### src/rtl/lif_neuron_core_if.sv
// lif_neuron_core_if: synapse contribution stream from the SIP into the LIF soma
//   syn_valid  : contribution present this cycle          (master -> slave)
//   syn_ready  : soma accepts a contribution this cycle   (slave -> master)
//   syn_weight : unsigned weight magnitude                (master -> slave)
//   syn_excite : 1 = add weight, 0 = subtract weight      (master -> slave)
//   window_end : pulse marking the last synapse of window (master -> slave)
interface lif_neuron_core_if #(
    parameter int W_W = 4
);
    logic           syn_valid;
    logic           syn_ready;
    logic [W_W-1:0] syn_weight;
    logic           syn_excite;
    logic           window_end;
    modport master (output syn_valid, syn_weight, syn_excite, window_end, input syn_ready);
    modport slave  (input syn_valid, syn_weight, syn_excite, window_end, output syn_ready);
endinterface

### src/rtl/lif_neuron_core.sv
// lif_neuron_core: leaky integrate-and-fire soma with per-window leak, fire and refractory
//   clock_i      : rising-edge clock
//   reset_ni     : asynchronous active-low reset
//   enable_i     : 0 freezes all state and masks spike_out_o
//   syn          : contribution stream (lif_neuron_core_if.slave)
//   spike_out_o  : one-cycle fire pulse
//   membrane_o   : signed membrane potential
//   refractory_o : high while refractory windows remain
//   thr_out_o    : adaptive threshold, present only with ADAPTIVE_THRESHOLD_EN defined
module lif_neuron_core #(
    parameter int MEM_W      = 12,
    parameter int W_W        = 4,
    parameter int THRESHOLD  = 64,
    parameter int V_REST     = 0,
    parameter int LEAK_SHIFT = 3,
    parameter int REFRAC_WIN = 2
) (
    input  logic                    clock_i,
    input  logic                    reset_ni,
    input  logic                    enable_i,
    lif_neuron_core_if.slave        syn,
    output logic                    spike_out_o,
    output logic signed [MEM_W-1:0] membrane_o,
    output logic                    refractory_o
`ifdef ADAPTIVE_THRESHOLD_EN
    ,
    output logic signed [MEM_W-1:0] thr_out_o
`endif
);
    localparam int RC_W = (REFRAC_WIN > 0) ? $clog2(REFRAC_WIN + 1) : 1;
    localparam logic signed [MEM_W-1:0] THR_C  = MEM_W'(THRESHOLD);
    localparam logic signed [MEM_W-1:0] REST_C = MEM_W'(V_REST);
    localparam logic signed [MEM_W-1:0] MAX_C  = {1'b0, {(MEM_W-1){1'b1}}};
    localparam logic signed [MEM_W-1:0] MIN_C  = {1'b1, {(MEM_W-1){1'b0}}};

    typedef enum logic {ACCUM, EVAL} state_t;

    state_t                  state_q, state_d;
    logic signed [MEM_W-1:0] mem_q, mem_d, v_l, thr_c, acc_sat;
    logic signed [MEM_W:0]   mem_x, w_ext, sum;
    logic [RC_W-1:0]         refr_q, refr_d;
    logic                    spike_q, spike_d, run_q, xfer, fire;

`ifdef ADAPTIVE_THRESHOLD_EN
    logic signed [MEM_W-1:0] thr_q, thr_d;
    logic signed [MEM_W:0]   thr_up;
    assign thr_up    = $signed({thr_q[MEM_W-1], thr_q}) + (MEM_W+1)'(8);
    assign thr_c     = thr_q;
    assign thr_out_o = thr_q;
`else
    assign thr_c = THR_C;
`endif

    // run_q keeps syn_ready low until the first edge after reset release
    assign syn.syn_ready = run_q & enable_i & (state_q == ACCUM);
    assign xfer          = syn.syn_valid & syn.syn_ready;
    assign mem_x         = $signed({mem_q[MEM_W-1], mem_q});
    assign w_ext         = $signed({{(MEM_W+1-W_W){1'b0}}, syn.syn_weight});
    assign sum           = syn.syn_excite ? mem_x + w_ext : mem_x - w_ext;
    // one extra bit of headroom: top two bits disagreeing means overflow
    assign acc_sat       = (sum[MEM_W] != sum[MEM_W-1]) ? (sum[MEM_W] ? MIN_C : MAX_C) : sum[MEM_W-1:0];
    // subtracting v>>>k from v cannot overflow, so no clamp is needed here
    assign v_l           = mem_q - (mem_q >>> LEAK_SHIFT);
    assign fire          = v_l >= thr_c;

    assign spike_out_o  = spike_q & enable_i;
    assign membrane_o   = mem_q;
    assign refractory_o = |refr_q;

    always_comb begin
        state_d = state_q;
        mem_d   = mem_q;
        refr_d  = refr_q;
        spike_d = spike_q;
`ifdef ADAPTIVE_THRESHOLD_EN
        thr_d   = thr_q;
`endif
        if (enable_i) begin
            spike_d = 1'b0;
            if (state_q == ACCUM) begin
                mem_d   = (xfer && refr_q == '0) ? acc_sat : mem_q;
                state_d = syn.window_end ? EVAL : ACCUM;
            end else begin
                state_d = ACCUM;
                if (refr_q != '0) begin
                    mem_d  = REST_C;
                    refr_d = refr_q - RC_W'(1);
                end else if (fire) begin
                    mem_d   = REST_C;
                    refr_d  = RC_W'(REFRAC_WIN);
                    spike_d = 1'b1;
`ifdef ADAPTIVE_THRESHOLD_EN
                    thr_d   = (thr_up[MEM_W] != thr_up[MEM_W-1]) ? MAX_C : thr_up[MEM_W-1:0];
`endif
                end else begin
                    mem_d = v_l;
`ifdef ADAPTIVE_THRESHOLD_EN
                    // threshold only decays on ordinary integrating windows, not refractory ones
                    thr_d = (thr_q > THR_C) ? thr_q - MEM_W'(1) : thr_q;
`endif
                end
            end
        end
    end

    always_ff @(posedge clock_i or negedge reset_ni) begin
        if (!reset_ni) begin
            state_q <= ACCUM;
            mem_q   <= REST_C;
            refr_q  <= '0;
            spike_q <= 1'b0;
            run_q   <= 1'b0;
`ifdef ADAPTIVE_THRESHOLD_EN
            thr_q   <= THR_C;
`endif
        end else begin
            state_q <= state_d;
            mem_q   <= mem_d;
            refr_q  <= refr_d;
            spike_q <= spike_d;
            run_q   <= 1'b1;
`ifdef ADAPTIVE_THRESHOLD_EN
            thr_q   <= thr_d;
`endif
        end
    end
endmodule

### src/flat_wrapper.sv
// flat-port wrapper written by rule: the top's interface ports become plain ports
module lif_neuron_core_flat 
#(
    parameter int MEM_W      = 12,
    parameter int W_W        = 4,
    parameter int THRESHOLD  = 64,
    parameter int V_REST     = 0,
    parameter int LEAK_SHIFT = 3,
    parameter int REFRAC_WIN = 2
)
  (clock_i, reset_ni, enable_i, spike_out_o, membrane_o, refractory_o, syn_syn_valid, syn_syn_weight, syn_syn_excite, syn_window_end, syn_syn_ready);
  lif_neuron_core_if #(.W_W(W_W)) syn_i ();
  input  logic clock_i;
  input  logic reset_ni;
  input  logic enable_i;
  output logic spike_out_o;
  output logic signed [MEM_W-1:0] membrane_o;
  output logic refractory_o;
  input wire logic [$bits(syn_i.syn_valid)-1:0] syn_syn_valid;
  input wire logic [$bits(syn_i.syn_weight)-1:0] syn_syn_weight;
  input wire logic [$bits(syn_i.syn_excite)-1:0] syn_syn_excite;
  input wire logic [$bits(syn_i.window_end)-1:0] syn_window_end;
  output wire logic [$bits(syn_i.syn_ready)-1:0] syn_syn_ready;
  assign syn_i.syn_valid = syn_syn_valid;
  assign syn_i.syn_weight = syn_syn_weight;
  assign syn_i.syn_excite = syn_syn_excite;
  assign syn_i.window_end = syn_window_end;
  assign syn_syn_ready = syn_i.syn_ready;
  lif_neuron_core #(.MEM_W(MEM_W), .W_W(W_W), .THRESHOLD(THRESHOLD), .V_REST(V_REST), .LEAK_SHIFT(LEAK_SHIFT), .REFRAC_WIN(REFRAC_WIN)) u_core (.clock_i(clock_i), .reset_ni(reset_ni), .enable_i(enable_i), .syn(syn_i), .spike_out_o(spike_out_o), .membrane_o(membrane_o), .refractory_o(refractory_o));
endmodule
### config.mk
export PLATFORM = sky130hd
export DESIGN_NAME = lif_neuron_core_flat
export DESIGN_NICKNAME = d
export VERILOG_FILES = /design/src/rtl/lif_neuron_core_if.sv /design/src/rtl/lif_neuron_core.sv /design/src/flat_wrapper.sv
export SDC_FILE = /design/constraint.sdc
export NUM_CORES = 1
export LEC_CHECK = 0
export CAP_MARGIN = 10
export CORE_UTILIZATION = 25
export DETAILED_ROUTE_END_ITERATION = 8
export GPL_ROUTABILITY_DRIVEN = 0
export SLEW_MARGIN = 20
export SYNTH_ARGS = -nofsm -noshare
export SYNTH_HDL_FRONTEND = slang
export SYNTH_SLANG_ARGS = --single-unit
### constraint.sdc
create_clock -name clock_i -period 3.7 [get_ports clock_i]
set_input_delay 0.37 -clock clock_i [delete_from_list [all_inputs] [get_ports clock_i]]
set_output_delay 0.37 -clock clock_i [all_outputs]
set_load 0.02 [all_outputs]
Yosys cells after proc, flatten, opt, wreduce, memory -nomap -nowiden
Index checks and enable logic that the tools add are counted. Widths: inputs -> output; s select.

Input port bits: 10. Word-level logic and storage cells: 38. Flip-flop bits (word level): 17.

$add $sub $neg: 4. Multiplexer cells: 14. $lt $le $gt $ge: 1. Bitwise gates (word level): 5. Reduce and logical (&&, ||, !) cells: 8. Equal/unequal tests: 1.

Operators with widths (number): $mux 12 (6); $add 12x5->13 (1); $mux 13 (1); $sub 12x5->13 (1); $ge 12x8->1 const B (1); $sub 12x9->12 (1); $reduce_bool 2->1 (3); $mux 1 (5); $and 1x1->1 (4); $mux 2 (2); $reduce_and 3->1 (1); $logic_not 2->1 (1); $reduce_and 2->1 (1); $reduce_or 2->1 (1); $sub 2x1->2 const B (1); $logic_and 1x1->1 (1); $ne 1x1->1 (1); $not 1->1 (1).

Depth between registers and ports, before layout
Gate-level depths: netlist (run 1).

Word-level depth: 6. Gate-level depth with buffers: 13. Mapped depth without buffers: 13.

Least setup slack after synthesis (run 1)
OpenSTA, ideal clock, no wires.

Path kind: register to register. Start: reg u_core.mem_q[3] (netlist: u_core.membrane_o[3]). End: reg u_core.refr_q[0]. Path slack: 355 ps. Arrival time: 3220 ps. Stages on the path, launching flop included: 12. Library setup time: 125 ps. Data required time: 3575 ps. Period minus slack after synthesis: 3345 ps. Path through: dfrtp_1 > ha_1 > inv_1 > fa_1 > a211o_1 > a221o_1 > xor2_1 > o221ai_2 > nand3_2 > o311a_4 > o311ai_4 > mux2_4.

Longest elaborated chain between the ends: 4.

Ends and longest elaborated chain: from (decl) (line lif_neuron_core.sv:39) `logic signed [MEM_W-1:0] mem_q, mem_d, v_l, thr_c, acc_sat;`; from (signal assigned) (line lif_neuron_core.sv:118) `mem_q <= mem_d;`; $sub 12x9->12 (line lif_neuron_core.sv:63) `assign v_l = mem_q - (mem_q >>> LEAK_SHIFT);`; $ge 12x8->1 (line lif_neuron_core.sv:64) `assign fire = v_l >= thr_c;`; $reduce_bool 2->1 (no line); $reduce_and 3->1 (no line); to (signal assigned) (line lif_neuron_core.sv:119) `refr_q <= refr_d;`; to (decl) (line lif_neuron_core.sv:41) `logic [RC_W-1:0] refr_q, refr_d;`.

Every way passes these cells. A chain may end at the register's enable or synchronous reset.

Worst setup path in the final report (run 1)
Start: in syn_syn_weight[0]. End: reg u_core.mem_q[10] (netlist: u_core.membrane_o[10]).

Longest elaborated chain between the ends: 6. Elaborated cells on any way between the ends: 8. Those cells by class: 2 x add/sub; 1 x eq/ne; 5 x mux.

Ends and longest elaborated chain: from (decl) (line flat_wrapper.sv:20) `input wire logic [$bits(syn_i.syn_weight)-1:0] syn_syn_weight;`; $sub 12x5->13 / $add 12x5->13 (equally long branches) (line lif_neuron_core.sv:59) `assign sum = syn.syn_excite ? mem_x + w_ext : mem_x - w_ext;`; $mux 13 (*) (line lif_neuron_core.sv:59); $mux 12 / $ne 1x1->1 (equally long branches) (line lif_neuron_core.sv:61) `assign acc_sat = (sum[MEM_W] != sum[MEM_W-1]) ? (sum[MEM_W] ? MIN_C : MAX_C) : sum[MEM_W-1:0];`; $mux 12 (*) (line lif_neuron_core.sv:61); $mux 12 (*) (line lif_neuron_core.sv:81) `mem_d = (xfer && refr_q == '0) ? acc_sat : mem_q;`; $mux 12 (*) (line lif_neuron_core.sv:80) `if (state_q == ACCUM) begin`.

Mark *: on every way between the ends. The rest lies on a longest branch, timed or not. The select of a mux whose other input is x is not followed.

==> impl_metrics.toml, run 1 <==
[layout]
fillCellCount = 892
multi_input_area_mm2 = 0.00168
drive_above_1_share_pct = 13.5
final_common_cell = "ha_1"
final_core_util_pct = 32.9
syn_to_final_growth_pct = 25.3
layout_common_cells = "ha_1, inv_1, clkdlybuf4s50_1"
seqCellArea_um2 = 425
diodes = 0
nets = 343

[route]
post_drt_wl_per_cell_um = 14.1
drt_first_pass_iters = 4
drt-total-wl_um = 5740
drc = 0
drt_iter0_drc = 100
viasPerCell = 5.07
drtAntennaViolNets = 0
dr_total_vias = 2068

[global_routing]
grt_overflow = 0
grt_pass1_wl_um = 9650
grt_antenna_before_repair = 0
grt_max_degree = 18
grt.total_usage_pct = 13.4
grt_pass1_vias = 2096

[placed_design]
io_buffer_count = 24
dpl.hpwl_um = 4700

[power_and_ir_drop]
p_total_uw = 2940
sequentialPowerShare_pct = 12.2
p_leak_uw = 0.00124
pwr-share-comb_pct = 83.0
intPower_uw = 1420
swShare_pct = 51.9
ir_drop_mv = 0.346
pwr-share-clk_pct = 4.9
powerDensity_mw_per_mm2 = 1070
power.switching_uw = 1520

[min_path]
hold_path.class = "register to register"

[clock_network]
clock-sinks = 17
path_clk_slew_ns = 0.07
htree_levels = 1
postCtsHoldBufs = 0
worst_skew_pair.late_latency_ns = 0.26
cts_tree = "yes"
cts_buffers = 3
cts_buffer_depth = 2
cts-root-buf = "clkbuf_8"

[synth]
ys_ff_latch = 17
netlist_instances = 260
syn_nets = 299
synth_top_cell_by_area = "dfrtp_1"
synthFlopType = "dfrtp_1"
synth-edff-count = 0
yosys.area.top_type_share_pct = 19.4
netlist-cell-type-count = 60
yosysSeqAreaShare_pct = 19.4
synthTopCellsByArea = "dfrtp_1, ha_1, a21oi_1"
syn_area_mm2 = 0.00220
avgSynthCellArea_um2 = 8.46
synthArstFlopShare_pct = 100
yosysWarnings = 0

[worst_setup_path]
cp_slowest_cell = "clkdlybuf4s50_1"
cp_max_fo = 4
cp.arrival_ns = 3.66
worstSetupStartpointType = "input pin"
path_class = "input pin to register"
path_cells = "clkdlybuf4s50_1 > inv_1 > ha_1 > mux2_2 > ha_1 > a211oi_1 > o21ai_1 > nand3_1 > buf_4 > nand2_1 > or4_1 > o221ai_1 > buf_4 > nor2_1 > o221ai_1"
worst_ep_required_time_ns = 3.86
end_kind = "register"
crit_path_max_incr_delay_ns = 0.53

[die]
dieArea_mm2 = 0.00917
die_x_um = 95.8
start_util_pct = 26.2
core_area_mm2 = 0.00838
ios = 25
rows = 33
die_y_um = 95.8

[sta]
drv_slew = 0
clock.fmax_mhz = 286
hold_viol_final = 0
relSlewSlack_pct = 48.0
worst_pin_slew_ns = 0.778
setup_violations = 0
finalCriticalPeriod_ns = 3.49
fin_skew_ns = 0.00229
whs_ns = 0.504
finalCritPeriodShare_pct = 94.4
rsz0062_at_grt = "false"

[run]
maxCapViolations = 0

[outcome]
status = "finished clean"
[metal layers]
| layer | GRT usage (%) | vias to the layer above | routed length (um) |
|---|---|---|---|
| met1 | 17.5 | 979 | 2830 |
| met2 | 23.7 | 19 | 2760 |
| li1 | - | 1065 | - |
| met5 | 0 | - | 0 |
| met3 | 0.632 | 5 | 67 |
| met4 | 4.23 | 0 | 81 |
[power groups by stage]
stage | Combinational (uW) | Clock (uW) | Sequential [uW]
finish | 2440 | 144 | 357
global route | 2710 | 152 | 370
CTS | 2410 | 143 | 360
detailed placement | 2400 | 0 | 361
global placement | 2370 | 0 | 364
floorplan | 1690 | 0 | 413
[cells in the mapped netlist, types with 2 or more instances]
master / n
a2111oi_0: 3
a211oi_1: 5
a21o_1: 7
a21oi_1: 23
a22oi_1: 9
a32oi_1: 2
a41o_1: 2
and2_1: 2
and3_1: 2
clkbuf_1: 2
dfrtp_1: 17
fa_1: 2
ha_1: 27
inv_1: 26
mux2_2: 3
nand2_1: 18
nand2b_1: 2
nand3_1: 4
nor2_1: 18
nor2b_1: 4
nor3_1: 5
o211ai_1: 2
o21a_1: 4
o21ai_0: 7
o21ai_1: 8
o21bai_1: 4
o221ai_1: 5
xnor2_1: 11
xor2_1: 5
[sequential cells by signal (all words and copies together), names as in the netlist]
| signal | count |
|---|---|
| u_core.membrane_o | 12 |
| u_core.refr_q | 2 |
| u_core.run_q | 1 |
| u_core.spike_q | 1 |
| u_core.state_q | 1 |
[worst max-delay path: cells and delay by family]
kind | cells | cell delay [ns]
buffers and inverters | 4 | 0.90
AOI/OAI and AO/OA | 4 | 0.77
and+or+nand+nor | 4 | 0.77
adders and majority gates | 2 | 0.57
muxes | 1 | 0.29
[final timing paths]
check / endpoint / cells after the start / from / slack (ns)
setup reg to reg: u_core.refr_q[0] / 12 / u_core.membrane_o[0] / 0.24
max in group asynchronous: u_core.membrane_o[0] / 1 / reset_ni / 2.65
hold / removal: u_core.spike_q / 2 / u_core.spike_q / 0.50
setup / recovery: u_core.membrane_o[10] / 15 / syn_syn_weight[0] / 0.21
min in group asynchronous: u_core.refr_q[0] / 1 / reset_ni / 0.56
hold reg to reg: u_core.spike_q / 2 / u_core.spike_q / 0.50
[through the flow]
step	TNS (ns)	setup slack (ns)	cell area [um^2]	std cells
2_1_floorplan	0	0.355	2200	260
3_3_place_gp	-0.211	-0.0407	2690	403
3_5_place_dp	-0.704	-0.121	2690	403
4_1_cts	0	0.151	2730	407
5_1_grt	0	0.0172	2750	408
6_report	0	0.206	2750	408
[repair_timing]
item | 4_1_cts | 5_1_grt
buffers inserted | 0 | 1
endpoints found under the setup margin | 0 | 10
gates resized for setup | 0 | 4
[cell families after synthesis]
| group | share of synthesized area [%] |
|---|---|
| AOI/OAI and AO/OA | 34.9 |
| and+or+nand+nor | 13.6 |
| adders and majority gates | 17.2 |
| buffers and inverters | 5.01 |
| xor gates and xnor gates | 7.11 |
| DFF | 19.4 |
| muxes | 2.67 |
| other | 0.171 |
[layout make-up]
| cell class | instances | share of cell area [%] |
|---|---|---|
| Multi-Input combinational cell | 214 | 60.9 |
| Sequential cell | 17 | 15.4 |
| Timing Repair Buffer | 42 | 13.6 |
| Tap cell | 105 | 4.77 |
| Inverter | 26 | 3.54 |
| Clock buffer | 3 | 1.50 |
| Clock inverter | 1 | 0.182 |
No activity file was read; power rests on OpenSTA's default activity.
==> inputs of run 2 (changes only) <==
Settings changed: SLEW_MARGIN 20 to 40.
==> run 2 against run 1 <==
Count of clock-buffer cells in the layout unchanged. Combinational power about the same. First-iteration DRC count grew 2.0%. Fmax hardly changed. Sequential share of layout area barely moved. Critical path depth did not move. Core utilization decreased by 0.060 points. Worst hold slack got worse by 0.48 ns. Cell count is the same. Clock skew unchanged. Non-clock buffer count is the same. Critical endpoint unchanged. Largest cell class unchanged.
==> impl_metrics.toml, run 2 (same netlist as run 1, synthesis figures left out) <==
[worst_setup_path]
timing.rr.start = "u_core.membrane_o[0]"
worstSetupStartpointType = "input pin"
reg2reg_to = "u_core.refr_q[0]"
path_class = "input pin to register"
cp_max_fo = 4
reg2reg_depth = 12
end_kind = "register"
worst_ep_required_time_ns = 3.86
r2r_slack_ns = 0.24
cp.arrival_ns = 3.66
crit_start = "syn_syn_weight[0]"

[layout]
largest_register_ffs = 12
nets = 343
syn_to_final_growth_pct = 25.0
final_core_util_pct = 32.8
seqCellArea_um2 = 425
diodes = 0
layout_common_cells = "ha_1, inv_1, clkdlybuf4s50_1"
final_common_cell = "ha_1"
fillCellCount = 893
drive_above_1_share_pct = 13.9
multi_input_area_mm2 = 0.00168

[die]
start_util_pct = 26.2
core_area_mm2 = 0.00838
die_x_um = 95.8
die_y_um = 95.8
dieArea_mm2 = 0.00917
ios = 25
rows = 33

[sta]
relSlewSlack_pct = 64.6
worst_pin_slew_ns = 0.527
hold_viol_final = 0
finalCritPeriodShare_pct = 94.4
setup_violations = 0
rsz0062_at_grt = "false"
drv_slew = 0
finalCriticalPeriod_ns = 3.49
fin_skew_ns = 0.00229
clock.fmax_mhz = 286

[clock_network]
htree_levels = 1
cts_buffer_depth = 2
clock-sinks = 17
cts_buffers = 3
cts-root-buf = "clkbuf_8"
cts_tree = "yes"
worst_skew_pair.late_latency_ns = 0.26
path_clk_slew_ns = 0.07

[route]
post_drt_wl_per_cell_um = 14.1
drt_first_pass_iters = 4
dr_total_vias = 2068
drc = 0
viasPerCell = 5.07
drtAntennaViolNets = 0
drt_iter0_drc = 102
drt-total-wl_um = 5740

[global_routing]
grt_overflow = 0
grt_antenna_before_repair = 0
grt_max_degree = 18
grt_pass1_wl_um = 9650
grt_pass1_vias = 2096
grt.total_usage_pct = 13.4

[power_and_ir_drop]
p_leak_uw = 0.00124
ir_drop_mv = 0.346
p_total_uw = 2940
powerDensity_mw_per_mm2 = 1070

[outcome]
status = "finished clean"

[placed_design]
dpl.hpwl_um = 4700
io_buffer_count = 24

[run]
maxCapViolations = 0

[min_path]
hold_path.class = "input pin to asynchronous set/reset pin"
## run 2: cell count changes in the layout (fill, tap and decap cells not counted)
cell | before | now
clkdlybuf4s50_1 | 24 | 23
buf_2 | 0 | 1
## run 2: what timing repair did
action / in CTS / in global routing
setup buffers: 0 / 1
resized for setup: 0 / 4
setup endpoints to repair: 0 / 10
hold buffers: 0 / 0
## run 2: how the worst max path moves through the flow
stage                            endpoint  depth (start not counted)
floorplan                u_core.refr_q[0]                         11
global placement     u_core.membrane_o[9]                         13
detailed placement   u_core.membrane_o[3]                         13
CTS                  u_core.membrane_o[9]                         13
global route         u_core.membrane_o[2]                         15
finish              u_core.membrane_o[10]                         15
## run 2: layout make-up
class	count	share of cell area [%]
clock buffers	3	1.50
repair buffers	42	13.5
flip-flops and latches	17	15.5
clock inverters	1	0.182
inverters	26	3.55
multi-input cells	214	61.0
well taps	105	4.78
## run 2: metal layers
metal  part of all wire, %  global-route usage [%]  wire length (um)
met5                     0                       0                 0
met4                   1.4                    4.23                81
met3                   1.2                   0.632                67
met2                    48                    23.7              2760
met1                    49                    17.5              2830
## run 2: where the power goes
group	switching [uW]	internal [uW]	total (uW)
clock network	68.6	74.9	144
registers	95.1	262	357
logic	1360	1080	2440
## run 2: through the flow
| stage | setup WS [ns] | instance area, um^2 | hold slack, ns | TNS (ns) | cells |
|---|---|---|---|---|---|
| CTS | 0.151 | 2730 | 0.509 | 0 | 407 |
| global placement | -0.0407 | 2690 | 0.495 | -0.211 | 403 |
| detailed placement | -0.121 | 2690 | 0.493 | -0.704 | 403 |
| global route | 0.0172 | 2750 | 0.0527 | 0 | 408 |
| floorplan | 0.355 | 2200 | 0.0744 | 0 | 260 |
| finish | 0.206 | 2750 | 0.0222 | 0 | 408 |
## run 2: worst max-delay path, cell delays in order
cell	delay (ns)
clkdlybuf4s50_1	0.53
inv_1	0.06
ha_1	0.28
mux2_2	0.29
ha_1	0.29
a211oi_1	0.30
o21ai_1	0.15
nand3_1	0.12
buf_4	0.12
nand2_1	0.10
or4_1	0.50
o221ai_1	0.12
buf_4	0.19
nor2_1	0.05
o221ai_1	0.20
==> inputs of run 3 (changes only) <==
Settings changed: CORE_UTILIZATION 25 to 34.
==> run 3 against run 2 <==
Critical path type is now register to register. Critical path depth down 3. Count of clock-buffer cells in the layout up 1. Global-route usage up 4.1 points. Register-to-register slack about the same. Fmax up 0.61%. First-iteration DRC count down 23%. Core utilization up 12 points. Non-clock buffer count down 1. Cell count down 7.6%. Routed wire length down 4.2%.
==> impl_metrics.toml, run 3 (same netlist as run 1, synthesis figures left out) <==
[outcome]
status = "finished clean"

[sta]
finalCriticalPeriod_ns = 3.47
finalSetupTns_ns = 0
fin_skew_ns = 0.000851
relSlewSlack_pct = 62.1
finalCritPeriodShare_pct = 93.9
setup_violations = 0
worst_pin_slew_ns = 0.564
drv_slew = 0
hold_viol_final = 0
clock.fmax_mhz = 288
rsz0062_at_grt = "false"

[clock_network]
cts_tree = "yes"
worst_skew_pair.late_latency_ns = 0.25
clock-sinks = 17
postCtsSetupBuffers = 0
cts_buffers = 3
cts-root-buf = "clkbuf_8"
htree_levels = 1
postCtsHoldBufs = 0
path_clk_slew_ns = 0.06
cts_buffer_depth = 2

[global_routing]
grt_overflow = 0
grt_antenna_before_repair = 0
grt_pass1_wl_um = 9130
grt_pass1_vias = 1952
grt_max_degree = 18
grt.total_usage_pct = 17.5

[worst_setup_path]
worstSetupStartpointType = "register"
end_kind = "register"
reg2reg_depth = 12
cp_max_fo = 4
reg2reg_to = "u_core.refr_q[0]"
cp.arrival_ns = 3.61
path_class = "register to register"
worst_ep_required_time_ns = 3.84
timing.rr.start = "u_core.membrane_o[0]"
r2r_slack_ns = 0.23

[layout]
nets = 342
diodes = 0
drive_above_1_share_pct = 12.9
layout_common_cells = "ha_1, inv_1, clkdlybuf4s50_1"
fillCellCount = 632
final_common_cell = "ha_1"
syn_to_final_growth_pct = 22.7
largest_register_ffs = 12

[die]
start_util_pct = 36.3
rows = 28
core_area_mm2 = 0.00606
die_y_um = 82.4
ios = 25
dieArea_mm2 = 0.00679
die_x_um = 82.4

[route]
drt-total-wl_um = 5490
drtAntennaViolNets = 0
viasPerCell = 5.51
drt_iter0_drc = 79
drc = 0
drt_first_pass_iters = 5
post_drt_wl_per_cell_um = 14.6
dr_total_vias = 2076

[placed_design]
dpl.hpwl_um = 4500
io_buffer_count = 24

[min_path]
hold_path.class = "input pin to asynchronous set/reset pin"

[run]
maxCapViolations = 0
==> run 3: cell types whose count changed in the layout (fill, tap and decap cells not counted) <==
cell	delta
nor3_2	-1
clkbuf_1	+1
nor3_1	+1
buf_4	-1
clkinv_2	-1
a2111oi_1	-1
a2111oi_0	+1
==> run 3: worst max path at each step <==
stage,startpoint,end,cells past startpoint
floorplan,u_core.membrane_o[3],u_core.refr_q[0],11
global placement,syn_syn_weight[0],u_core.membrane_o[9],13
detailed placement,syn_syn_weight[0],u_core.membrane_o[9],13
CTS,syn_syn_weight[0],u_core.membrane_o[9],13
global route,syn_syn_weight[0],u_core.membrane_o[0],14
finish,u_core.membrane_o[0],u_core.refr_q[0],12
==> run 3: layer usage <==
metal | GRT usage, % | share of wire (%) | up-vias
met1 | 25.6 | 53 | 976
met5 | 0 | 0 | -
met4 | 4.74 | 1.0 | 0
li1 | - | - | 1072
met2 | 27.9 | 44 | 24
met3 | 0.659 | 2.1 | 4
==> run 3: what timing repair did <==
action | CTS | global route
endpoints found under the hold margin | 0 | 0
setup endpoints to repair | 0 | 8
resized for setup | 0 | 2
==> run 3: cell type report <==
class | count | area [um^2] | area share (%)
Inverter | 26 | 97.6 | 3.62
Tap cell | 75 | 93.8 | 3.48
Timing Repair Buffer | 41 | 363 | 13.5
Sequential cell | 17 | 425 | 15.8
Clock buffer | 4 | 45.0 | 1.67
Multi-Input combinational cell | 214 | 1670 | 62.0
==> run 3: critical path, cell delays in order (launching register included) <==
cell      delay, ns
dfrtp_1        0.41
inv_1          0.07
ha_1           0.18
inv_1          0.06
fa_1           0.42
a211o_1        0.30
a221o_1        0.39
xor2_1         0.19
o221ai_2       0.18
nand3_2        0.17
o311a_4        0.35
o311ai_4       0.31
mux2_4         0.32
==> run 3: stage by stage <==
| step | cells | utilization [%] | hold WS, ns | worst slack [ns] | cell area (um^2) |
|---|---|---|---|---|---|
| final | 377 | 44.5 | 0.0346 | 0.227 | 2700 |
| after global routing | 377 | 44.5 | 0.0697 | 0.0429 | 2700 |
| after CTS | 377 | 44.4 | 0.507 | 0.0785 | 2690 |
| after detailed placement | 373 | 43.7 | 0.494 | -0.201 | 2650 |
| after global placement | 373 | 43.7 | 0.498 | -0.120 | 2650 |
| after floorplan | 260 | - | 0.0744 | 0.355 | 2200 |
Power of run 3 is left out: the tool's default activity adds up to more than one toggle a clock period on the data nets, which glitch-free logic cannot reach.
